==> config.mk <==
export PLATFORM = sky130hd
export DESIGN_NAME = ccw_output_flat
export DESIGN_NICKNAME = d
export VERILOG_FILES = /design/src/rtl/ccw_output_pkg.sv /design/src/rtl/ccw_output_if.sv /design/src/rtl/ccw_out_vc.sv /design/src/rtl/ccw_output.sv /design/src/flat_wrapper.sv
export SDC_FILE = /design/constraint.sdc
export NUM_CORES = 1
export LEC_CHECK = 0
export BUFFER_PORTS_ARGS = -buffer_cell sky130_fd_sc_hd__buf_4
export CORE_MARGIN = 2
export CORE_UTILIZATION = 30
export CTS_CLUSTER_DIAMETER = 50
export CTS_CLUSTER_SIZE = 8
export DETAILED_ROUTE_END_ITERATION = 12
export PLACE_DENSITY = 0.61
export SYNTH_ARGS = -nofsm -noshare
export SYNTH_HDL_FRONTEND = slang
export SYNTH_SLANG_ARGS = --single-unit
==> constraint.sdc <==
create_clock -name clk -period 2.26 [get_ports clk]
set_clock_uncertainty 0.2 [all_clocks]
set_input_delay 0.339 -clock clk [delete_from_list [all_inputs] [get_ports clk]]
set_output_delay 0.339 -clock clk [all_outputs]
set_load 0.1 [all_outputs]
==> src/rtl/ccw_output_pkg.sv <==
// ccw_output_pkg: shared widths, hop-field bounds and VC/source encodings for the ccw output port
package ccw_output_pkg;
   localparam int DATA_WIDTH = 64;
   localparam int HOP_MSB    = 55;
   localparam int HOP_LSB    = 48;
   typedef enum logic {VC_EVEN = 1'b0, VC_ODD = 1'b1} vc_e;
   typedef enum logic {SRC_CCW = 1'b0, SRC_PE = 1'b1} src_e;
endpackage

==> src/rtl/ccw_output_if.sv <==
// ccw_output_if: request/grant/data bundle from the ccw and pe input ports plus the downstream link
//   polarity          : global phase (1 = odd VC on link, even VC internal)
//   req_*/din_*/gnt_* : per-source, per-VC request, flit and combinational grant
//   ccwso/ccwro/ccwdo : downstream strobe, ready and flit
interface ccw_output_if #(parameter int DATA_WIDTH = ccw_output_pkg::DATA_WIDTH);
   logic                  polarity;
   logic                  req_ccw_even, req_ccw_odd, req_pe_even, req_pe_odd;
   logic [DATA_WIDTH-1:0] din_ccw_even, din_ccw_odd, din_pe_even, din_pe_odd;
   logic                  gnt_ccw_even, gnt_ccw_odd, gnt_pe_even, gnt_pe_odd;
   logic                  ccwso, ccwro;
   logic [DATA_WIDTH-1:0] ccwdo;
   modport master (
      output polarity, req_ccw_even, req_ccw_odd, req_pe_even, req_pe_odd,
      output din_ccw_even, din_ccw_odd, din_pe_even, din_pe_odd, ccwro,
      input  gnt_ccw_even, gnt_ccw_odd, gnt_pe_even, gnt_pe_odd, ccwso, ccwdo
   );
   modport slave (
      input  polarity, req_ccw_even, req_ccw_odd, req_pe_even, req_pe_odd,
      input  din_ccw_even, din_ccw_odd, din_pe_even, din_pe_odd, ccwro,
      output gnt_ccw_even, gnt_ccw_odd, gnt_pe_even, gnt_pe_odd, ccwso, ccwdo
   );
endinterface

==> src/rtl/ccw_out_vc.sv <==
// ccw_out_vc: single-entry flit buffer for one VC with a 2-way round-robin (ccw/pe) fill arbiter
//   en_i              : this VC is the internal (fillable) VC this phase
//   req_*_i/din_*_i   : source requests and flits; gnt_*_o combinational grants
//   drain_i           : link register is taking the buffered flit this edge
//   full_o/data_o     : buffer state toward the link side
module ccw_out_vc #(
   parameter int DATA_WIDTH = ccw_output_pkg::DATA_WIDTH
) (
   input  logic                  clk,
   input  logic                  rst,
   input  logic                  en_i,
   input  logic                  req_ccw_i,
   input  logic                  req_pe_i,
   input  logic [DATA_WIDTH-1:0] din_ccw_i,
   input  logic [DATA_WIDTH-1:0] din_pe_i,
   input  logic                  drain_i,
   output logic                  gnt_ccw_o,
   output logic                  gnt_pe_o,
   output logic                  full_o,
   output logic [DATA_WIDTH-1:0] data_o
);
   import ccw_output_pkg::*;
   src_e                  ptr_q, ptr_d;
   logic                  full_q, full_d, open;
   logic [DATA_WIDTH-1:0] data_q, data_d;
   always_comb begin
      open      = en_i & ~full_q & ~rst;
      // the pointer only matters when both sources contend
      gnt_ccw_o = open & req_ccw_i & (~req_pe_i | ptr_q == SRC_CCW);
      gnt_pe_o  = open & req_pe_i & (~req_ccw_i | ptr_q == SRC_PE);
      ptr_d     = gnt_ccw_o ? SRC_PE : gnt_pe_o ? SRC_CCW : ptr_q;
      full_d    = (gnt_ccw_o | gnt_pe_o) ? 1'b1 : drain_i ? 1'b0 : full_q;
      data_d    = gnt_ccw_o ? din_ccw_i : gnt_pe_o ? din_pe_i : data_q;
   end
   always_ff @(posedge clk) begin
      if (rst) begin
         ptr_q  <= SRC_CCW;
         full_q <= 1'b0;
         data_q <= '0;
      end else begin
         ptr_q  <= ptr_d;
         full_q <= full_d;
         data_q <= data_d;
      end
   end
   assign full_o = full_q;
   assign data_o = data_q;
endmodule

==> src/rtl/ccw_output.sv <==
// ccw_output: two-VC counter-clockwise output port; polarity steers fills to the internal VC and sends the link VC downstream
//   clk/rst : clock and synchronous active-high reset
//   bus     : ccw_output_if slave (requests, flits, grants, downstream strobe/ready/data)
module ccw_output #(
   parameter int DATA_WIDTH = ccw_output_pkg::DATA_WIDTH,
   parameter int HOP_MSB    = ccw_output_pkg::HOP_MSB,
   parameter int HOP_LSB    = ccw_output_pkg::HOP_LSB
) (
   input logic         clk,
   input logic         rst,
   ccw_output_if.slave bus
);
   import ccw_output_pkg::*;
   vc_e                   link_vc;
   logic                  full_v [2];
   logic [DATA_WIDTH-1:0] data_v [2];
   logic                  tx, ccwso_q, ccwso_d;
   logic [DATA_WIDTH-1:0] flit, ccwdo_q, ccwdo_d;
   ccw_out_vc #(.DATA_WIDTH(DATA_WIDTH)) u_even (
      .clk(clk), .rst(rst), .en_i(bus.polarity),
      .req_ccw_i(bus.req_ccw_even), .req_pe_i(bus.req_pe_even),
      .din_ccw_i(bus.din_ccw_even), .din_pe_i(bus.din_pe_even),
      .drain_i(tx & link_vc == VC_EVEN),
      .gnt_ccw_o(bus.gnt_ccw_even), .gnt_pe_o(bus.gnt_pe_even),
      .full_o(full_v[VC_EVEN]), .data_o(data_v[VC_EVEN])
   );
   ccw_out_vc #(.DATA_WIDTH(DATA_WIDTH)) u_odd (
      .clk(clk), .rst(rst), .en_i(~bus.polarity),
      .req_ccw_i(bus.req_ccw_odd), .req_pe_i(bus.req_pe_odd),
      .din_ccw_i(bus.din_ccw_odd), .din_pe_i(bus.din_pe_odd),
      .drain_i(tx & link_vc == VC_ODD),
      .gnt_ccw_o(bus.gnt_ccw_odd), .gnt_pe_o(bus.gnt_pe_odd),
      .full_o(full_v[VC_ODD]), .data_o(data_v[VC_ODD])
   );
   always_comb begin
      link_vc = bus.polarity ? VC_ODD : VC_EVEN;
      tx      = full_v[link_vc] & bus.ccwro & ~rst;
      // each hop consumed halves the hop field; everything else passes through
      flit    = data_v[link_vc];
      flit[HOP_MSB:HOP_LSB] = data_v[link_vc][HOP_MSB:HOP_LSB] >> 1;
      ccwso_d = tx;
      ccwdo_d = tx ? flit : ccwdo_q;
   end
   always_ff @(posedge clk) begin
      if (rst) begin
         ccwso_q <= 1'b0;
         ccwdo_q <= '0;
      end else begin
         ccwso_q <= ccwso_d;
         ccwdo_q <= ccwdo_d;
      end
   end
   assign bus.ccwso = ccwso_q;
   assign bus.ccwdo = ccwdo_q;
endmodule
==> src/flat_wrapper.sv <==
// flat-port wrapper written by rule: the top's interface ports become plain ports
module ccw_output_flat import ccw_output_pkg::*;
#(
   parameter int DATA_WIDTH = ccw_output_pkg::DATA_WIDTH,
   parameter int HOP_MSB    = ccw_output_pkg::HOP_MSB,
   parameter int HOP_LSB    = ccw_output_pkg::HOP_LSB
)
  (clk, rst, bus_polarity, bus_req_ccw_even, bus_req_ccw_odd, bus_req_pe_even, bus_req_pe_odd, bus_din_ccw_even, bus_din_ccw_odd, bus_din_pe_even, bus_din_pe_odd, bus_ccwro, bus_gnt_ccw_even, bus_gnt_ccw_odd, bus_gnt_pe_even, bus_gnt_pe_odd, bus_ccwso, bus_ccwdo);
  ccw_output_if #(.DATA_WIDTH(DATA_WIDTH)) bus_i ();
  input logic clk;
  input logic rst;
  input wire logic [$bits(bus_i.polarity)-1:0] bus_polarity;
  input wire logic [$bits(bus_i.req_ccw_even)-1:0] bus_req_ccw_even;
  input wire logic [$bits(bus_i.req_ccw_odd)-1:0] bus_req_ccw_odd;
  input wire logic [$bits(bus_i.req_pe_even)-1:0] bus_req_pe_even;
  input wire logic [$bits(bus_i.req_pe_odd)-1:0] bus_req_pe_odd;
  input wire logic [$bits(bus_i.din_ccw_even)-1:0] bus_din_ccw_even;
  input wire logic [$bits(bus_i.din_ccw_odd)-1:0] bus_din_ccw_odd;
  input wire logic [$bits(bus_i.din_pe_even)-1:0] bus_din_pe_even;
  input wire logic [$bits(bus_i.din_pe_odd)-1:0] bus_din_pe_odd;
  input wire logic [$bits(bus_i.ccwro)-1:0] bus_ccwro;
  output wire logic [$bits(bus_i.gnt_ccw_even)-1:0] bus_gnt_ccw_even;
  output wire logic [$bits(bus_i.gnt_ccw_odd)-1:0] bus_gnt_ccw_odd;
  output wire logic [$bits(bus_i.gnt_pe_even)-1:0] bus_gnt_pe_even;
  output wire logic [$bits(bus_i.gnt_pe_odd)-1:0] bus_gnt_pe_odd;
  output wire logic [$bits(bus_i.ccwso)-1:0] bus_ccwso;
  output wire logic [$bits(bus_i.ccwdo)-1:0] bus_ccwdo;
  assign bus_i.polarity = bus_polarity;
  assign bus_i.req_ccw_even = bus_req_ccw_even;
  assign bus_i.req_ccw_odd = bus_req_ccw_odd;
  assign bus_i.req_pe_even = bus_req_pe_even;
  assign bus_i.req_pe_odd = bus_req_pe_odd;
  assign bus_i.din_ccw_even = bus_din_ccw_even;
  assign bus_i.din_ccw_odd = bus_din_ccw_odd;
  assign bus_i.din_pe_even = bus_din_pe_even;
  assign bus_i.din_pe_odd = bus_din_pe_odd;
  assign bus_i.ccwro = bus_ccwro;
  assign bus_gnt_ccw_even = bus_i.gnt_ccw_even;
  assign bus_gnt_ccw_odd = bus_i.gnt_ccw_odd;
  assign bus_gnt_pe_even = bus_i.gnt_pe_even;
  assign bus_gnt_pe_odd = bus_i.gnt_pe_odd;
  assign bus_ccwso = bus_i.ccwso;
  assign bus_ccwdo = bus_i.ccwdo;
  ccw_output #(.DATA_WIDTH(DATA_WIDTH), .HOP_MSB(HOP_MSB), .HOP_LSB(HOP_LSB)) u_core (.clk(clk), .rst(rst), .bus(bus_i));
endmodule
# [Word level (Yosys, flattened, before mapping)]
# Index checks and enable logic that the tools add are counted.
[word_totals] out_inout_bits=69 input_bits=264 register_bits=196 wordCells=66
[op_classes] n_lt_le_gt_ge=1 mux=19 reduce_logical=4 n_bitwise=34
[ops] operator="two-way mux 64 bit" count=7
[ops] operator="bitwise AND 1 bit" count=16
[ops] operator="two-way mux 1 bit" count=12
[ops] operator="inverter 1 bit" count=11
[ops] operator="nonzero test 2 bit" count=4
[ops] operator="OR 1 bit" count=6
[ops] operator=">= comparator 2 bit (second input constant)" count=1
[ops] operator="inverter 1 -> 2 bit" count=1

# [Depth between registers and ports, before layout]
# Gate-level depths: netlist of run 1.
[logic_depth] ltp_word=10 ltp_mapped=7

# [By module]
# A second synthesis of run 1 with hierarchy kept.
[unflattened] hier_cells=1086 area_unflattened_um2=9753.1
[modules_own_cells] module="ccw_out_vc" area_each_um2=3249.4 seq_area_each_um2=1321.3 cells_per_inst=395 instances=2
[modules_own_cells] module="ccw_output" area_each_um2=3254.4 seq_area_each_um2=1281.2 cells_per_inst=296 instances=1

# [Worst setup path after synthesis of run 1]
# OpenSTA, ideal clock, no wires.
[synth_path] path_type="input port to output port" from="input port bus_polarity" to="output port bus_gnt_pe_even" path_stages=5 required_ns=1.721 path_slack_ns=-1.457 arrival_ns=3.178 path_cell_list="buf_6 or3b_1 buf_4 buf_6 nor3_1"
[synth_between] elab_chain_cells=4
[synth_lines] element="start, declared" line_no="flat_wrapper.sv:12" rtl="input wire logic [$bits(bus_i.polarity)-1:0] bus_polarity;"
[synth_lines] element="bitwise AND 1 bit (2 in a row)" line_no="ccw_out_vc.sv:27" rtl="open = en_i & ~full_q & ~rst;"
[synth_lines] element="bitwise AND 1 bit (2 in a row)" line_no="ccw_out_vc.sv:30" rtl="gnt_pe_o = open & req_pe_i & (~req_ccw_i | ptr_q == SRC_PE);"
[synth_lines] element="end, declared" line_no="flat_wrapper.sv:24" rtl="output wire logic [$bits(bus_i.gnt_pe_even)-1:0] bus_gnt_pe_even;"
# No other way between the ends.

# [Worst setup path in the final report of run 1]
[layout_path] from="register u_core.u_odd.full_q (netlist: u_core.u_odd.full_o)" to="output port bus_gnt_pe_odd"
[layout_between] elab_chain_cells=5
[layout_lines] element="start, declared" line_no="ccw_out_vc.sv:24" rtl="logic full_q, full_d, open;"
[layout_lines] element="start signal, assigned" line_no="ccw_out_vc.sv:42" rtl="full_q <= full_d;"
[layout_lines] element="inverter 1 bit" line_no="ccw_out_vc.sv:27"
[layout_lines] element="bitwise AND 1 bit (2 in a row)" line_no="ccw_out_vc.sv:27"
[layout_lines] element="bitwise AND 1 bit (2 in a row)" line_no="ccw_out_vc.sv:30"
[layout_lines] element="end, declared" line_no="flat_wrapper.sv:25" rtl="output wire logic [$bits(bus_i.gnt_pe_odd)-1:0] bus_gnt_pe_odd;"
# No other way between the ends.

==> reports/qor.txt, run 1 <==
========================================================================================
Result of the run                                                           finished clean
Clk pin slew, worst setup/hold paths                                             0.07 ns
Placed cell area                                                              11800 um^2
Post-DR wirelength/cell                                                          20.1 um
Diode count                                                                            0
Distinct cell type count after synthesis                                              38
Detailed router's first-iteration violation count                                    789
Maximum number of pins on one net before global-route repair                         125
WL final                                                                         37.9 mm
Initial DRT Pass Iterations                                                            5
Average cell area after synthesis                                              8.48 um^2
Setup repair after global routing missed its margin                                  yes
Max-capacitance violation count                                                        0
Mean number of vias per cell                                                        5.62
Maximum clock frequency                                                          450 MHz
Nature of the critical path startpoint                                         flip-flop
Clock tree from TritonCTS                                                          built
Initial antenna violation count                                                        0
Data arrival time at the worst-slack endpoint                                    1.68 ns
Via count                                                                          10562
Yosys warning total                                                                    0
Core occupancy in the finished layout                                              47.3%
Count of flip-flops with a built-in enable after synthesis                             0
Total number of clock tree sinks                                                     194
Worst Tran Pin Value                                                            0.798 ns
Seq cells post-synth                                                                 194
Count of placed standard cells in the final layout, fillers left out                1881
Proportion of layout cells with a drive suffix above 1                             28.3%
Area taken by flip-flops and latches                                           3890 um^2
Sum of overflow across all layers after global routing                                 0
First-pass GRT wire length                                                       57.4 mm
Worst EP required                                                                1.72 ns
Crit end category                                                            output port
Top post-synthesis cells by area                                            dfxtp_1 (43%), a311oi_1 (12%), a21oi_1 (11%), nand3_1 (6.9%), o21ai_1 (6.6%)
Area used by multi-input combinational logic                                   4430 um^2
CTS HTree Levels                                                                       4
Die Span X                                                                        178 um
Maximum net fanout on the critical path                                                3
R2R depth                                                                              7
Final estimated routing congestion in global placement                             0.838
Final setup fails                                                                      0
Count of standard-cell rows                                                           63
DRC                                                                                    0
IO Pins                                                                              333
Die ar.                                                                       31700 um^2
Pwr per Cell Area                                                            591 nW/um^2
Initial core utilization                                                           30.6%
Slew HR                                                                            46.8%
Placeable core region                                                         29700 um^2
Fraction of registers with async set or reset after synthesis                         0%
Minimum clock period after layout                                                2.22 ns
Final std cell area, no fill                                                  14100 um^2
Number of buffers inserted by port buffering                                         327
Total Power Consumption                                                          8.31 mW
R2r setup slk                                                                    0.21 ns
Half-perimeter wire length after detailed placement                              23.1 mm
Insertion delay of the later-clocked pin in the worst-skew pair                  0.43 ns
Nets@finish                                                                         1744
Final hold violation count                                                             0
Net Count, Synth                                                                    1335
Portion of the post-synthesis area used by sequential elements                     42.8%
Post-synthesis instance total                                                       1071
Most numerous cell types in the synthesized netlist                         dfxtp_1 (194), a21oi_1 (192), a311oi_1 (126), nand3_1 (126), o21ai_1 (120)
Class of the worst hold path                                                input pin to flip-flop
Portion of the clock cycle consumed by the worst path in the final layout          98.3%
Top cell type's share of synthesized area                                          42.8%
Detail Route Antenna Nets                                                              0
Most area-hungry cell type in the Yosys netlist                                  dfxtp_1
Filler cell count                                                                   2816
Leakage                                                                          5.15 nW
Die Y                                                                             178 um
Post-synthesis cell area                                                       9080 um^2
Cell total after placement                                                          1680
Largest vdd supply drop                                                           462 uV
Count leader, synth                                                              dfxtp_1
Number of global-route vias before repair                                          10306
Path type of the worst setup path                                           flip-flop to output port
Final max-slew violation count                                                         0
CTS Buf Count                                                                         17
All-layer global routing usage                                                     23.1%
Main synth FF type                                                               dfxtp_1
Largest buffer count on any clock path                                                 2
Area added between synthesis and finish                                            54.9%
Worst hold stages                                                                      3
Buffer type at the clock tree root                                             clkbuf_16
========================================================================================
## cells in the final DEF, fill, tap and decap left out, types with 2 or more instances in the layout
cell	n
buf_4	348
a21oi_1	192
dfxtp_1	192
dlygate4sd3_1	166
nand3_1	126
a311oi_1	126
o21ai_1	120
o21ai_0	70
a22oi_1	63
buf_12	19
clkbuf_16	17
inv_1	5
clkinv_4	5
nand2_1	4
inv_8	4
inv_6	3
buf_6	3
a21boi_4	2
a21bo_2	2
nor3_4	2
or2_2	2
dfxtp_2	2
## logic make-up (layout without fill, tap and decap cells)
family                 after synthesis  in the layout  synth area share (%)
buffers and inverters              152            571                  9.38
multiplexers                         1              1                 0.248
AO/OA/AOI/OAI                      578            578                  39.2
flip-flops                         194            194                  42.8
other                                1              1                0.0413
AND/OR/NAND/NOR                    145            146                  8.39
## metal layers
layer,global-route usage [%],share of wire [%],wire [um]
met4,8.47,3.0,1140
met1,30.7,43,16400
met3,3.09,6.2,2370
met5,0,0,0
met2,38.2,47,17900
## where the power goes
part	internal [mW]	total, mW	switching, mW	leakage (nW)
clock	1.48	2.96	1.47	0.275
sequential	3.58	3.69	0.105	1.58
combinational	0.804	1.67	0.862	3.29
## worst max-delay path, cell delays in order, from the launching register on
cell	delay, ns
dfxtp_2	0.32
or3_4	0.42
a211oi_4	0.30
buf_12	0.22
## worst paths after layout
| path | end | startpoint |
|---|---|---|
| max | bus_gnt_pe_odd | u_core.u_odd.full_o |
| min | u_core.u_even.data_o[63] | bus_din_pe_even[63] |
| max reg2reg | u_core.u_odd.data_o[42] | u_core.u_odd.full_o |
| min reg2reg | u_core.bus.ccwdo[34] | u_core.bus.ccwdo[34] |
## cell type report
class | instances | area share [%]
timing repair buffer | 536 | 33.3
multi-input combinational | 726 | 31.5
inverter | 5 | 0.133
sequential | 194 | 27.6
tap | 390 | 3.47
clock inverter | 12 | 0.818
clock buffer | 18 | 3.12
## flip-flops by register name (all words and copies together), names as in the netlist
signal	cells
u_core.u_odd.data_o	63
u_core.u_even.ptr_q	1
u_core.u_even.data_o	63
u_core.u_odd.ptr_q	1
u_core.u_even.full_o	1
u_core.bus.ccwdo	63
u_core.u_odd.full_o	1
u_core.bus.ccwso	1
## timing repair
action                                 4_1_cts  5_1_grt
hold buffers                               165        1
buffers inserted                             4        0
cloned                                       1        0
pin swaps                                    4        1
gates resized for setup                      9        1
endpoints found under the hold margin      108        1
setup endpoints to repair                    4        2
## metrics by stage
step | setup slack (ns) | hold slack [ns] | TNS, ns
5_1_grt | -0.0158 | 0.00423 | -0.0158
2_1_floorplan | -0.166 | 0.283 | -0.363
4_1_cts | -0.0398 | 0.0000621 | -0.0398
3_5_place_dp | 0.0630 | 0.267 | 0
6_report | 0.0383 | 0.0180 | 0
3_3_place_gp | 0.0788 | 0.261 | 0
(Power assumes the default switching activity.)
==> run 2, diff against run 1 <==
Settings changed: CTS_BUF_LIST set to sky130_fd_sc_hd__clkbuf_4 sky130_fd_sc_hd__clkbuf_8 sky130_fd_sc_hd__clkbuf_16, GPL_TIMING_DRIVEN set to 0.
==> run 2 against run 1 <==
  * The flow now finishes with violations (setup timing)
  * Sequential power hardly changed
  * Combinational power is 5% higher
  * Register-to-register slack worse by 0.14 ns
  * Critical path depth is 1 higher
  * Cell area is 2.8% higher
  * Count of clock-buffer cells in the layout stayed put
==> reports/qor.txt, run 2 (synthesized netlist as in run 1, its figures left out) <==
========================================================================================
Clk pin slew, worst setup/hold paths                                             0.08 ns   about the same
Nets@finish                                                                         1857   +6.5%
Clock tree from TritonCTS                                                          built
Maximum net fanout on the critical path                                                4   +1
Number of global-route vias before repair                                          10696   +3.8%
Commonest non-fill, non-tap cells in the layout                             buf_4 (346), a21oi_1 (192), dfxtp_1 (192)
Final setup fails                                                                      1   +1
Portion of total power attributed to combinational logic                           20.6%   +0.5 points
Crit end category                                                            output port
Final estimated routing congestion in global placement                             0.887   +5.9%
Max-capacitance violation count                                                        0   unchanged
Maximum number of pins on one net before global-route repair                          20   -84%
Worst EP required                                                                1.72 ns   about the same
First-pass GRT wire length                                                       61.3 mm   +6.7%
Cell total after placement                                                          1787   +6.4%
All-layer global routing usage                                                     25.3%   +2.2 points
Diode count                                                                            0   unchanged
Final hold violation count                                                             0   unchanged
Number of buffers inserted by port buffering                                         326   -0.31%
Setup slack after layout                                                      -0.0318 ns   -0.0701 ns
Half-perimeter wire length after detailed placement                              29.4 mm   +27%
Die Span X                                                                        178 um   unchanged
Portion of the clock cycle consumed by the worst path in the final layout           101%   +3.1 points
Maximum clock frequency                                                          436 MHz   -3.1%
Total number of clock tree sinks                                                     194   unchanged
Area added between synthesis and finish                                            59.3%
Minimum clock period after layout                                                2.29 ns   +0.0701 ns
Total Negative Setup Slacks                                                   -0.0318 ns   -0.0318 ns
Initial DRT Pass Iterations                                                            5   unchanged
Placed cell area                                                              12100 um^2   +2.5%
Path type of the worst setup path                                           flip-flop to output port
Die ar.                                                                       31700 um^2   unchanged
Insertion delay of the later-clocked pin in the worst-skew pair                  0.44 ns   about the same
Detail Route Antenna Nets                                                              0   unchanged
Violated checks                                                             setup timing
Placeable core region                                                         29700 um^2   unchanged
Internal power summed over all cells                                             5.92 mW   +1.0%
Initial core utilization                                                           30.6%   unchanged
Sum of overflow across all layers after global routing                                 0   unchanged
Pwr per Cell Area                                                            590 nW/um^2   about the same
Result of the run                                                           complete, but fails checks
Largest vdd supply drop                                                           499 uV   +8.0%
Largest buffer count on any clock path                                                 2   unchanged
CTS Buf Count                                                                         17   unchanged
WL final                                                                         41.5 mm   +9.6%
Final max-slew violation count                                                         0   unchanged
Proportion of layout cells with a drive suffix above 1                             29.7%   +1.4 points
Die Y                                                                             178 um   unchanged
Nature of the critical path startpoint                                         flip-flop
Initial antenna violation count                                                        0   unchanged
Total Power Consumption                                                          8.53 mW   +2.7%
Buffer type at the clock tree root                                             clkbuf_16
Leakage                                                                          5.45 nW   +5.8%
Net switching power of the design                                                2.61 mW   +6.9%
Sequential share of power                                                          43.2%   -1.2 points
Clk network pwr share                                                              36.1%   +0.5 points
Mean number of vias per cell                                                        5.47   -2.5%
Post-DR wirelength/cell                                                          20.8 um   +3.3%
CTS HTree Levels                                                                       4   unchanged
Count of placed standard cells in the final layout, fillers left out                1996   +6.1%
Count of standard-cell rows                                                           63   unchanged
IO Pins                                                                              333   unchanged
Setup repair after global routing missed its margin                                  yes
Detailed router's first-iteration violation count                                    868   +10%
Worst Tran Pin Value                                                            0.860 ns   +0.0615 ns
Slew HR                                                                            42.7%   -4.1 points
Class of the worst hold path                                                input pin to flip-flop
Sw Share                                                                           30.6%   +1.2 points
DRC                                                                                    0   unchanged
Most frequent standard cell in the layout excluding fill and tap cells             buf_4
Data arrival time at the worst-slack endpoint                                    1.75 ns   +0.07 ns
Final std cell area, no fill                                                  14500 um^2   +2.8%
Via count                                                                          10927   +3.5%
========================================================================================
run 2: power by group through the flow:
| stage | clock, mW | combinational [mW] | sequential (mW) |
|---|---|---|---|
| after floorplan | 0 | 0.755 | 3.77 |
| after global placement | 0 | 1.46 | 3.76 |
| final | 3.08 | 1.76 | 3.69 |
| after detailed placement | 0 | 1.47 | 3.76 |
| after global routing | 3.23 | 1.89 | 3.70 |
| after CTS | 3.11 | 1.72 | 3.68 |
run 2: cell type report:
class,count,area (um^2)
fill,2874,15300
multi-input combinational,725,4380
timing repair buffer,507,4270
sequential,194,3890
buffer,143,835
tap,390,488
clock buffer,18,439
clock inverter,14,143
inverter,5,18.8
run 2: final timing paths:
path,from,to,slack (ns),depth (start not counted)
setup / recovery,u_core.u_even.full_o,bus_gnt_pe_even,-0.03,4
setup reg to reg,u_core.u_odd.full_o,u_core.u_odd.data_o[4],0.07,6
hold / removal,bus_din_pe_even[62],u_core.u_even.data_o[62],0.006,3
hold reg to reg,u_core.bus.ccwdo[38],u_core.bus.ccwdo[38],0.28,2
run 2: metrics by stage:
| stage | util, % | worst slack, ns | hold slack (ns) |
|---|---|---|---|
| CTS | 48.4 | -0.0734 | 0.000416 |
| detailed placement | 40.6 | -0.0627 | 0.266 |
| global route | 48.7 | -0.0883 | 0.00728 |
| floorplan | - | -0.166 | 0.283 |
| global placement | 40.6 | -0.0585 | 0.262 |
| finish | 48.7 | -0.0318 | 0.00572 |
run 2: worst max-delay path, cell delays in order (launching register included):
cell and delay (ns):
dfxtp_4 0.37, or3b_4 0.40, buf_12 0.15, nor3_4 0.19, buf_12 0.20
run 2: routing by layer:
layer  track usage, %  part of all wire [%]
met5                0                     0
met4             7.31                   2.1
met3             4.18                   7.0
met2             43.0                    49
met1             32.9                    42
run 2: timing repair:
action                                 4_1_cts  5_1_grt
endpoints found under the hold margin      111        0
setup buffers                                7       10
pin swaps                                    4        2
gates resized for setup                     23       12
setup endpoints to repair                    4       30
hold buffers                               164        0
==> run 3, diff against run 2 <==
Settings changed: ABC_AREA set to 1, PLACE_DENSITY 0.61 to 0.6, SKIP_LAST_GASP set to 1.
==> run 3 against run 2 <==
  * Core utilization is 7.3 points lower
  * Largest power group unchanged
  * Critical path depth grew 2
  * Cell count rose by 29%
  * Worst setup slack improved by 0.084 ns
  * Register-to-register slack improved by 0.13 ns
  * The flow now finishes without violations
==> reports/qor.txt, run 3 <==
========================================================================================
Final max-slew violation count                                                         0   unchanged
Class of the worst hold path                                                input pin to flip-flop
All-layer global routing usage                                                     21.0%   -4.3 points
Maximum clock frequency                                                          453 MHz   +3.8%
Die Span X                                                                        192 um   +7.7%
Post-DR wirelength/cell                                                          15.1 um   -28%
Path type of the worst setup path                                           flip-flop to output port
Top post-synthesis cells by area                                            dfxtp_1 (37%), nand2_1 (18%), nor2_1 (14%), inv_1 (7.2%), o21ai_0 (6.0%)
Final hold violation count                                                             0   unchanged
Buffer type at the clock tree root                                             clkbuf_16
Post-synthesis instance total                                                       1751   +63%
Final setup fails                                                                      0   -1
First-pass GRT wire length                                                       59.7 mm   -2.5%
Maximum net fanout on the critical path                                               19   +15
Slew HR                                                                            43.3%   +0.61 points
Count leader, synth                                                              nand2_1
CTS HTree Levels                                                                       4   unchanged
Main synth FF type                                                               dfxtp_1
Sequence of cells on the critical path                                      inv_1 -> a21oi_1 -> nand2_1 -> buf_6 -> inv_1 -> buf_8
Minimum clock period after layout                                                2.21 ns   -0.0839 ns
Setup repair after global routing missed its margin                                  yes
Portion of total power attributed to combinational logic                           20.6%   about the same
Count of standard-cell rows                                                           68   +7.9%
Most frequent standard cell in the layout excluding fill and tap cells           nand2_1
Fraction of registers with async set or reset after synthesis                         0%   unchanged
Internal power summed over all cells                                             5.84 mW   -1.4%
Most numerous cell types in the synthesized netlist                         nand2_1 (516), nor2_1 (385), inv_1 (202)
Initial antenna violation count                                                        1   +1
Top cell type's share of synthesized area                                          36.8%   -6.0 points
Filler cell count                                                                   3777   +31%
Detailed router's first-iteration violation count                                    805   -7.3%
Clk pin slew, worst setup/hold paths                                             0.09 ns   about the same
Yosys warning total                                                                    0   unchanged
Post-synthesis cell area                                                      10600 um^2   +16%
Total number of clock tree sinks                                                     194   unchanged
Net Count, Synth                                                                    2015   +51%
Worst EP required                                                                1.72 ns   about the same
IO Pins                                                                              333   unchanged
Number of buffers inserted by port buffering                                         327   +0.31%
Sw Share                                                                           30.9%   +0.34 points
Net switching power of the design                                                2.61 mW   +0.12%
Longest individual stage delay on the worst path                                 0.38 ns   -0.02 ns
Crit end category                                                            output port
Worst Tran Pin Value                                                            0.851 ns   -0.00909 ns
Setup slack after layout                                                       0.0521 ns   +0.0839 ns
Number of global-route vias before repair                                          11128   +4.0%
Count of placed standard cells in the final layout, fillers left out                2573   +29%
Placeable core region                                                         34600 um^2   +17%
WL final                                                                         38.8 mm   -6.6%
Final std cell area, no fill                                                  14300 um^2   -1.1%
Leakage                                                                          7.34 nW   +35%
Initial DRT Pass Iterations                                                            5   unchanged
DRC                                                                                    0   unchanged
Initial core utilization                                                           30.5%   -0.048 points
Die ar.                                                                       36700 um^2   +16%
Post-Place Setup Slack                                                         -0.412 ns   -0.349 ns
Max-capacitance violation count                                                        0   unchanged
Clock tree from TritonCTS                                                          built
Placed cell area                                                              13600 um^2   +13%
Detail Route Antenna Nets                                                              0   unchanged
Count of flip-flops with a built-in enable after synthesis                             0   unchanged
Clk network pwr share                                                              35.7%   -0.4 points
Final estimated routing congestion in global placement                             0.855   -3.6%
Nature of the critical path startpoint                                         flip-flop
Worst setup path startpoint                                                 u_core.u_odd.ptr_q
Cell total after placement                                                          2533   +42%
Insertion delay of the later-clocked pin in the worst-skew pair                  0.43 ns   about the same
Result of the run                                                           finished clean
Most area-hungry cell type in the Yosys netlist                                  dfxtp_1
Proportion of layout cells with a drive suffix above 1                             20.7%   -9.0 points
Distinct cell type count after synthesis                                              20   -47%
Data arrival time at the worst-slack endpoint                                    1.67 ns   -0.08 ns
Portion of the post-synthesis area used by sequential elements                     36.8%   -6.0 points
Largest buffer count on any clock path                                                 2   unchanged
Average cell area after synthesis                                              6.03 um^2   -29%
CTS Buf Count                                                                         17   unchanged
Maximum number of pins on one net before global-route repair                          20   unchanged
Via count                                                                          11515   +5.4%
Smallest hold slack                                                            0.0132 ns   +0.00744 ns
Pwr per Cell Area                                                            591 nW/um^2   about the same
Hold path startpoint                                                        bus_din_pe_even[62]
Nets@finish                                                                         2368   +28%
Die Y                                                                             192 um   +7.7%
Startpoint of the worst-slack reg-to-reg timing path                        u_core.u_odd.ptr_q
Portion of the clock cycle consumed by the worst path in the final layout          97.7%   -3.7 points
Sequential share of power                                                          43.7%   +0.5 points
Area added between synthesis and finish                                            35.4%
Seq cells post-synth                                                                 194   unchanged
Largest vdd supply drop                                                           467 uV   -6.4%
Commonest non-fill, non-tap cells in the layout                             nand2_1 (514), nor2_1 (383), buf_4 (340)
Sum of overflow across all layers after global routing                                 0   unchanged
Mean number of vias per cell                                                        4.48   -18%
Half-perimeter wire length after detailed placement                              29.8 mm   +1.5%
Library cell appearing most often on the critical path                             inv_1
Master of the slowest instance on the critical path                              dfxtp_2
========================================================================================
[run 3: what timing repair did]
action                                 in CTS  in global routing
pin swaps                                   1                  0
setup endpoints to repair                  64                  6
hold buffers                                7                  0
buffers inserted                            2                  0
resized for setup                          16                  5
endpoints found under the hold margin       7                  0
[run 3: final cells by class]
| class | count | area (um^2) | share of cell area (%) |
|---|---|---|---|
| antenna | 1 | 2.50 | 0.0175 |
| multi-input combinational | 1230 | 5220 | 36.5 |
| inverter | 205 | 772 | 5.40 |
| buffer | 120 | 716 | 5.00 |
| clock buffer | 18 | 433 | 3.03 |
| clock inverter | 14 | 143 | 0.997 |
| sequential | 194 | 3880 | 27.2 |
| tap | 455 | 569 | 3.98 |
| timing repair buffer | 336 | 2570 | 17.9 |
[run 3: path summary, 6_finish.rpt]
kind	to	slack, ns	cells past startpoint
worst min-delay path	u_core.u_even.data_o[62]	0.01	5
worst max-delay path	bus_gnt_pe_odd	0.05	6
worst max register to register	u_core.u_odd.data_o[31]	0.20	7
worst min register to register	u_core.bus.ccwdo[35]	0.27	2
[run 3: metrics by stage]
step                util, %  power (mW)  TNS (ns)
floorplan                 -        4.79         0
global placement       39.2        5.47    -28.43
detailed placement     39.2        5.49    -29.92
CTS                    41.3        8.53   -0.0240
global route           41.3        8.89   -0.0249
finish                 41.3        8.45         0
[run 3: cells by family (layout without fill, tap and decap cells)]
logic type	count (synthesis)	in the layout	share of synthesized area [%]
AND/OR/NAND/NOR	1031	1031	39.7
AO/OA/AOI/OAI	198	198	9.51
buffers and inverters	327	693	14.0
flip-flops	194	194	36.8
other	1	2	0.0355
[run 3: critical path: cells and delay by family, from the launching register on]
kind | cells | cell delay [ns]
buffers and inverters | 4 | 0.57
flip-flops | 1 | 0.38
AO/OA/AOI/OAI | 1 | 0.14
AND/OR/NAND/NOR | 1 | 0.13
[run 3: power by group through the flow]
stage | logic [mW] | registers (mW) | clock network, mW
5_1_grt | 1.96 | 3.71 | 3.22
2_1_floorplan | 0.935 | 3.85 | 0
3_3_place_gp | 1.71 | 3.76 | 0
4_1_cts | 1.75 | 3.69 | 3.09
6_report | 1.74 | 3.69 | 3.02
3_5_place_dp | 1.72 | 3.77 | 0
[run 3: per-layer routing]
| metal | part of all wire (%) | GRT usage, % |
|---|---|---|
| met4 | 1.7 | 5.62 |
| met3 | 5.3 | 2.67 |
| met5 | 0 | 0 |
| met1 | 46 | 27.9 |
| met2 | 47 | 35.9 |
